[src/rtl/ram_burst_read_streamer.sv]
// Burst read streamer for a registered-output simple-dual-port RAM: issues one read per cycle
// under credit control, absorbs the fixed read latency and delivers words as a valid/ready stream.
module ram_burst_read_streamer #(
    parameter int unsigned ADDR_W     = 9,
    parameter int unsigned DATA_W     = 32,
    parameter int unsigned RD_LAT     = 2,
    parameter int unsigned FIFO_DEPTH = 4
) (
    input  logic              clk,
    input  logic              reset,
    input  logic              start,
    input  logic [ADDR_W-1:0] base_addr,
    input  logic [ADDR_W:0]   burst_len,
    output logic              busy,
    output logic              done,
    output logic              rd_req,
    output logic [ADDR_W-1:0] read_addr,
    output logic              out_en,
    input  logic [DATA_W-1:0] rd_data,
    output logic              m_valid,
    input  logic              m_ready,
    output logic [DATA_W-1:0] m_data,
    output logic              m_last
);

    localparam int unsigned LEN_W = ADDR_W + 1;
    localparam int unsigned PTR_W = $clog2(FIFO_DEPTH);
    localparam int unsigned CNT_W = $clog2(FIFO_DEPTH + 1);
    localparam int unsigned INF_W = $clog2(RD_LAT + 1);
    localparam int unsigned SUM_W = $clog2(FIFO_DEPTH + RD_LAT + 1);

    typedef enum logic [1:0] {
        S_IDLE,
        S_ISSUE,
        S_DRAIN,
        S_DONE
    } state_t;

    state_t              state, state_next;
    logic [LEN_W-1:0]    len_q, len_next;
    logic [LEN_W-1:0]    issue_left, issue_left_next;
    logic [LEN_W-1:0]    delivered, delivered_next;
    logic [ADDR_W-1:0]   read_addr_next;
    logic                rd_req_next;
    logic [RD_LAT-1:0]   pipe, pipe_next;
    logic [INF_W-1:0]    inflight_next;
    logic [DATA_W-1:0]   mem [FIFO_DEPTH];
    logic [PTR_W-1:0]    wr_ptr, rd_ptr, rd_ptr_inc;
    logic [CNT_W-1:0]    count, count_next;
    logic [DATA_W-1:0]   m_data_next;
    logic                m_last_next;
    logic                accept, push, pop;

    assign accept     = (state == S_IDLE) && start;
    assign push       = pipe[RD_LAT-1];
    assign pop        = m_valid && m_ready;
    assign rd_ptr_inc = PTR_W'(rd_ptr + PTR_W'(1));

    // Next-state, credit and stream-head computation
    always_comb begin
        state_next      = state;
        len_next        = len_q;
        issue_left_next = issue_left;
        delivered_next  = LEN_W'(delivered + LEN_W'(pop));
        read_addr_next  = read_addr;
        pipe_next       = RD_LAT'({pipe, rd_req});
        count_next      = CNT_W'(count + CNT_W'(push) - CNT_W'(pop));
        inflight_next   = '0;
        m_data_next     = m_data;
        m_last_next     = 1'b0;

        unique case (state)
            S_IDLE: begin
                if (start) begin
                    len_next        = burst_len;
                    issue_left_next = burst_len;
                    delivered_next  = '0;
                    read_addr_next  = base_addr;
                    state_next      = (burst_len == '0) ? S_DONE : S_ISSUE;
                end
            end
            S_ISSUE: begin
                if (rd_req) begin
                    issue_left_next = LEN_W'(issue_left - LEN_W'(1));
                    read_addr_next  = ADDR_W'(read_addr + ADDR_W'(1));
                    if (issue_left == LEN_W'(1)) begin
                        state_next = S_DRAIN;
                    end
                end
            end
            S_DRAIN: begin
                if (pop && m_last) begin
                    state_next = S_DONE;
                end
            end
            S_DONE: begin
                state_next = S_IDLE;
            end
            default: begin
                state_next = S_IDLE;
            end
        endcase

        for (int i = 0; i < int'(RD_LAT); i++) begin
            inflight_next = INF_W'(inflight_next + INF_W'(pipe_next[i]));
        end

        // A read may only be issued if its word is guaranteed a FIFO slot
        rd_req_next = (state_next == S_ISSUE) &&
                      ((SUM_W'(count_next) + SUM_W'(inflight_next)) < SUM_W'(FIFO_DEPTH));

        if (count_next != '0) begin
            if (pop) begin
                m_data_next = (count == CNT_W'(1)) ? rd_data : mem[rd_ptr_inc];
            end else if (count == '0) begin
                m_data_next = rd_data;
            end else begin
                m_data_next = mem[rd_ptr];
            end
            m_last_next = (delivered_next == LEN_W'(len_next - LEN_W'(1)));
        end
    end

    // State and output registers
    always_ff @(posedge clk or negedge reset) begin
        if (!reset) begin
            state      <= S_IDLE;
            len_q      <= '0;
            issue_left <= '0;
            delivered  <= '0;
            read_addr  <= '0;
            rd_req     <= 1'b0;
            pipe       <= '0;
            wr_ptr     <= '0;
            rd_ptr     <= '0;
            count      <= '0;
            busy       <= 1'b0;
            done       <= 1'b0;
            out_en     <= 1'b0;
            m_valid    <= 1'b0;
            m_data     <= '0;
            m_last     <= 1'b0;
            for (int i = 0; i < int'(FIFO_DEPTH); i++) begin
                mem[i] <= '0;
            end
        end else begin
            state      <= state_next;
            len_q      <= len_next;
            issue_left <= issue_left_next;
            delivered  <= delivered_next;
            read_addr  <= read_addr_next;
            rd_req     <= rd_req_next;
            pipe       <= pipe_next;
            count      <= count_next;
            busy       <= (state_next != S_IDLE);
            done       <= (state_next == S_DONE);
            out_en     <= (inflight_next != '0) || rd_req_next;
            m_valid    <= (count_next != '0);
            m_data     <= m_data_next;
            m_last     <= m_last_next;
            if (push) begin
                mem[wr_ptr] <= rd_data;
                wr_ptr      <= PTR_W'(wr_ptr + PTR_W'(1));
            end
            if (pop) begin
                rd_ptr <= rd_ptr_inc;
            end
        end
    end

endmodule

[config.mk]
export PLATFORM = sky130hd
export DESIGN_NAME = ram_burst_read_streamer
export DESIGN_NICKNAME = d
export VERILOG_FILES = /design/src/rtl/ram_burst_read_streamer.sv
export SDC_FILE = /design/constraint.sdc
export NUM_CORES = 1
export LEC_CHECK = 0
export ABC_AREA = 1
export BUFFER_PORTS_ARGS = -buffer_cell sky130_fd_sc_hd__buf_2
export CORE_MARGIN = 2
export CORE_UTILIZATION = 35
export DETAILED_ROUTE_END_ITERATION = 8
export PLACE_DENSITY = 0.48
export SYNTH_ARGS = -nofsm -noshare
export SYNTH_HDL_FRONTEND = slang
export SYNTH_SLANG_ARGS = --single-unit
export TNS_END_PERCENT = 10
[constraint.sdc]
create_clock -name clk -period 5.46 [get_ports clk]
set_input_delay 0.546 -clock clk [delete_from_list [all_inputs] [get_ports clk]]
set_output_delay 0.546 -clock clk [all_outputs]
set_load 0.01 [all_outputs]
== After elaboration in Yosys (flattened, before gate mapping) ==
Index checks and enable logic that the tools add are counted.
W data, S select, Z words.
Cells by class
  add/subtract/negate cells: 10
  magnitude comparators: 5
  equality and inequality tests: 10
  mux-type cells: 29
  bitwise logic cells: 3
  reductions and logical operators: 13
Operators by type and width (number)
  $mux W32: 8
  $bmux W32 S2: 2
  $bwmux W128: 1
  $demux W32 S2: 1
  $mux W10: 6
  $pmux W10 S2: 1
  $sub A10 B1 Y10 const B: 2
  $mux W9: 2
  $pmux W9 S2: 1
  $add A10 B1 Y10: 1
  $eq A10 B1 Y1 const B: 1
  $eq A10 B10 Y1: 1
  $logic_not A10 Y1: 1
  $mux W2: 5
  $add A9 B1 Y9 const B: 1
  $ge A3 B3 Y1 const B: 3
  $not A2 Y3: 3
  $pmux W2 S4: 1
  $eq A2 B2 Y1 const B: 3
  $reduce_bool A2 Y1: 3
  $add A2 B1 Y2 const B: 2
  $eq A2 B1 Y1 const B: 2
  $logic_and A1 B1 Y1: 4
  $ne A2 B2 Y1 const B: 2
  other kinds (13): 13
Word-level totals
  flip-flop bits (word level): 216
  output and inout bits: 47
  word-level logic and storage cells: 90

== Longest topological paths before layout ==
  depth after elaboration: 7
  mapped depth: 17

== Worst setup path after synthesis ==
Ideal clock, no wire load.
  kind: input port to flip-flop
  from: input port m_ready
  to: register m_data[4]
  setup time: 0.138 ns
  arrival time: 2.991 ns
  slack: 2.331 ns
  stages: 15
  path through: nand2_1 inv_2 clkbuf_1 ha_1 inv_1 ha_1 inv_1 fa_1 xor2_1 xor2_1 nand2_1 buf_2 clkbuf_1 nor2_1 a31oi_1
Between the ends
  word-level cells in the longest chain between the ends: 3
  elaborated cells on any way between the ends: 4
  those cells by class: 1 x add/sub; 1 x mux; 2 x reduce/logical
RTL lines
  start: declaration: RTL line 21  | input logic m_ready,
  $logic_and A1 B1 Y1 (*): RTL line 56  | assign pop = m_valid && m_ready;
  $sub A3 B1 Y3: RTL line 67  | count_next = CNT_W'(count + CNT_W'(push) - CNT_W'(pop));
  $reduce_bool A3 Y1: RTL line 112  | if (count_next != '0) begin
  end signal: assignment: RTL line 159  | m_data <= m_data_next;
  end: declaration: RTL line 22  | output logic [DATA_W-1:0] m_data,
Every way passes the cells marked *; elsewhere a longest branch is shown, timed or not.
A chain may end at the register's enable or synchronous reset.

== Worst setup path in the final report ==
  from: register m_valid
  to: register m_data[30]
Between the ends
  word-level cells in the longest chain between the ends: 3
  elaborated cells on any way between the ends: 4
  those cells by class: 1 x add/sub; 1 x mux; 2 x reduce/logical
RTL lines
  start: declaration: RTL line 20  | output logic m_valid,
  start signal: assignment: RTL line 158  | m_valid <= (count_next != '0);
  $logic_and A1 B1 Y1 (*): RTL line 56
  $sub A3 B1 Y3: RTL line 67
  $reduce_bool A3 Y1: RTL line 112
Marks and branches as above.

==> results.tsv <==
stage	metric	value	unit
clock_tree	cts_buffer_depth	3	
critical_path	cpPeakStageDelay	580	ps
global_route	grtUsageMet3	0.0241	
clock_tree	root_buffer	clkbuf_16	
critical_path	start_kind	register	
critical_path	crit_slowest_cell	nand2_2	
critical_path	crit_path_cell_trace	nand2_1 > inv_2 > ha_1 > inv_1 > ha_1 > inv_1 > fa_1 > xor2_1 > xor2_1 > nand2_2 > buf_4 > nor2_1 > a31oi_1	
global_route	grt_pass1_wl	55200	µm
clock_tree	ctsHoldBuffers	0	
floorplan	die_height	186	µm
logic_synthesis	syn_area	11700	µm²
logic_synthesis	ys_types	39	
critical_path	crit_family	simple AND/OR/NAND/NOR gates	
critical_path	r2r_end	m_data[30]	
final_layout	antennaDiodeCount	0	
clock_tree	tritoncts	yes	
global_route	grt_pass1_vias	10217	
route	viasPerCell	5.13	
critical_path	rr_startpoint	m_valid	
critical_path	r2r_setup_slack	2120	ps
pwr	p_leak	0.00637	µW
timing	slew-limit-headroom	0.235	
critical_path	path_depth	13	
timing	rsz0062_at_grt	false	
clock_tree	cts.sink_count	216	
floorplan	die_w	186	µm
clock_tree	clkLatencyLatePin	540	ps
floorplan	die-area	34800	µm²
pwr	power_frac_seq	0.337	
timing	period_minus_slack	3340	ps
pwr	ir_drop	0.370	mV
global_route	grtUsageTotal	0.195	
route	via_count	10344	
pwr	swShare	0.446	
timing	hold_violations	0	
logic_synthesis	synth_seq_cells	216	
outcome	status	complete, no violations	
timing	finalSetupTns	0	ps
final_layout	register_area	5410	µm²
route	dr.pass1.iters	6	
timing	max_freq	0.299	GHz
floorplan	initial_core_util	0.357	
timing	fin_crit_sh	0.612	
placed_design	io_buffers	101	
global_route	top_usage_layer	met2	
critical_path	cp_num_buf_inv	4	
pwr	power.internal	5050	µW
placed_design	place_ws	1800	ps
critical_path	crit_end	m_data[30]	
clock_tree	cts.reportedPaths.clkPinSlew	60	ps
floorplan	io_pins	102	
critical_path	reg2regPathDepth	13	
route	routed_wl	33400	µm
placed_design	gp_congestion	0.802	
pwr	netSwitchingPower	4050	µW
floorplan	rows	66	
timing	skew	12.9	ps
global_route	overflow	0	
timing	slew_viol_final	0	
route	drc	0	
clock_tree	post_cts_resized	0	
logic_synthesis	yosys_warnings	0	
logic_synthesis	synth_cells	1502	
global_route	grt_max_degree	117	
global_route	antenna_found_initial	0	
logic_synthesis	syn_avg_cell_area	7.76	µm²
critical_path	crit_path_start	m_valid	
timing	tightest_slew	1150	ps
timing	whs	48.4	ps
run	max-cap-violations	0	
final_layout	drive_above_1_share	0.121	
critical_path	cp.arrival	3720	ps
final_layout	multiInputGateArea	5260	µm²
global_route	use_met1	0.262	
clock_tree	postCtsSetupBuffers	0	
final_layout	layout_common_cells	340 x nand2_1, 250 x o21ai_0, 214 x dfrtp_1	
worst_hold_path	hold_class	primary input to asynchronous set/reset pin	
route	wl_per_cell	16.6	µm
critical_path	critPathKind	register to register	
route	ant_nets	0	
pwr	p_comb_frac	0.468	
final_layout	syn2layout_area_growth	14.7	%
pwr	p_per_area	681	nW/µm²
route	drtIter0Drc	499	
final_layout	final_common_cell	nand2_1	
critical_path	cp_data_required_time	5840	ps
final_layout	fillers	3396	
global_route	met2_usage	0.334	
floorplan	core_area	32600	µm²
final_layout	layout.nets	1627	
timing	fin_ws	2120	ps
clock_tree	cts.htree.levels	1	
critical_path	end_kind	register	
timing	setup_violations	0	
placed_design	dp_hpwl	19400	µm
logic_synthesis	synth.net_count	1574	
critical_path	crit_fanout	39	
logic_synthesis	ys_seq_area_frac	0.464	
clock_tree	cts_buffers	28	
pwr	clockPowerShare	0.195	
## how the worst min path moves through the flow
stage	from	endpoint	slack (ps)	cells after the start
6_report	reset	mem[8]	50	1
5_1_grt	reset	mem[106]	130	1
4_1_cts	reset	mem[8]	100	1
3_5_place_dp	pipe[0]	pipe[1]	400	0
3_3_place_gp	pipe[0]	pipe[1]	390	0
2_1_floorplan	reset	busy	250	0
## worst reg2reg max path, cell delays in order, from the launching register on
cell,delay (ps)
dfrtp_1,370
nand2_1,160
inv_2,60
ha_1,260
inv_1,60
ha_1,140
inv_1,50
fa_1,370
xor2_1,160
xor2_1,340
nand2_2,580
buf_4,480
nor2_1,120
a31oi_1,40
## power by group through the flow
stage	combinational, µW	sequential (µW)	clock [µW]
after CTS	4320	3070	1830
after global routing	4940	3190	1900
final	4260	3070	1770
after global placement	4230	3090	0
after detailed placement	4310	3090	0
after floorplan	3230	2900	0
## registers in the layout, indices dropped and copies added (netlist names)
signal / cells
wr_ptr: 2
rd_req: 1
issue_left: 10
delivered: 10
m_valid: 1
m_data: 32
count: 3
out_en: 1
state: 2
len_q: 10
mem: 128
read_addr: 9
pipe: 2
done: 1
rd_ptr: 2
m_last: 1
busy: 1
## through the flow
stage / utilization / std cells / power [µW] / cell area, µm²
final: 0.410 / 2015 / 9100 / 13400
after global routing: 0.410 / 2015 / 10000 / 13400
after CTS: 0.410 / 2015 / 9230 / 13400
after detailed placement: 0.383 / 1967 / 7400 / 12500
after global placement: 0.383 / 1967 / 7320 / 12500
after floorplan: - / 1502 / 6130 / 11700
## cell families (layout without fill, tap and decap cells)
family | Yosys count | in the layout | share of synthesized area
AND/OR/NAND/NOR | 535 | 535 | 0.188
XOR/XNOR | 13 | 13 | 0.00977
adder cells (fa/ha/maj) | 17 | 17 | 0.0189
AO/OA/AOI/OAI | 458 | 458 | 0.231
flip-flops | 216 | 216 | 0.464
multiplexers | 2 | 2 | 0.00183
buffers and inverters | 261 | 332 | 0.0867
## routing by layer
metal / part of all wire / vias up
met5: 0 / -
met4: 0.020 / 0
met3: 0.037 / 52
met2: 0.47 / 193
met1: 0.47 / 4926
li1: - / 5173
## cells in the mapped netlist (all sizes together)
library cell  count  area, µm²
nand3b            2       15.0
nand2           353       1340
dfrtp           216       5410
a21oi            44        220
o21ai           253       1270
a32o              1       10.0
o31ai             1       7.51
a31o              1       8.76
buf              16       90.1
o21bai            2       15.0
o211ai           95        713
fa                1       20.0
or2               1       6.26
mux2              1       11.3
clkbuf           78        293
nor3              3       15.0
o22ai             3       18.8
nor2             89        369
a41oi             1       8.76
o2111ai          24        210
clkinv            1       3.75
inv             166        623
a31oi            33        206
nand3            82        415
nor4              1       6.26
nand4             4       25.0
ha               16        200
mux2i             1       10.0
xor2             10       87.6
xnor2             3       26.3
## layout make-up
cell class	instances	share of cell area
clock buffers	43	0.0620
clock inverters	5	0.00374
inverters	167	0.0469
multi-input cells	1025	0.394
flip-flops and latches	216	0.405
well taps	442	0.0414
repair buffers	117	0.0476
(Power assumes the default switching activity.)
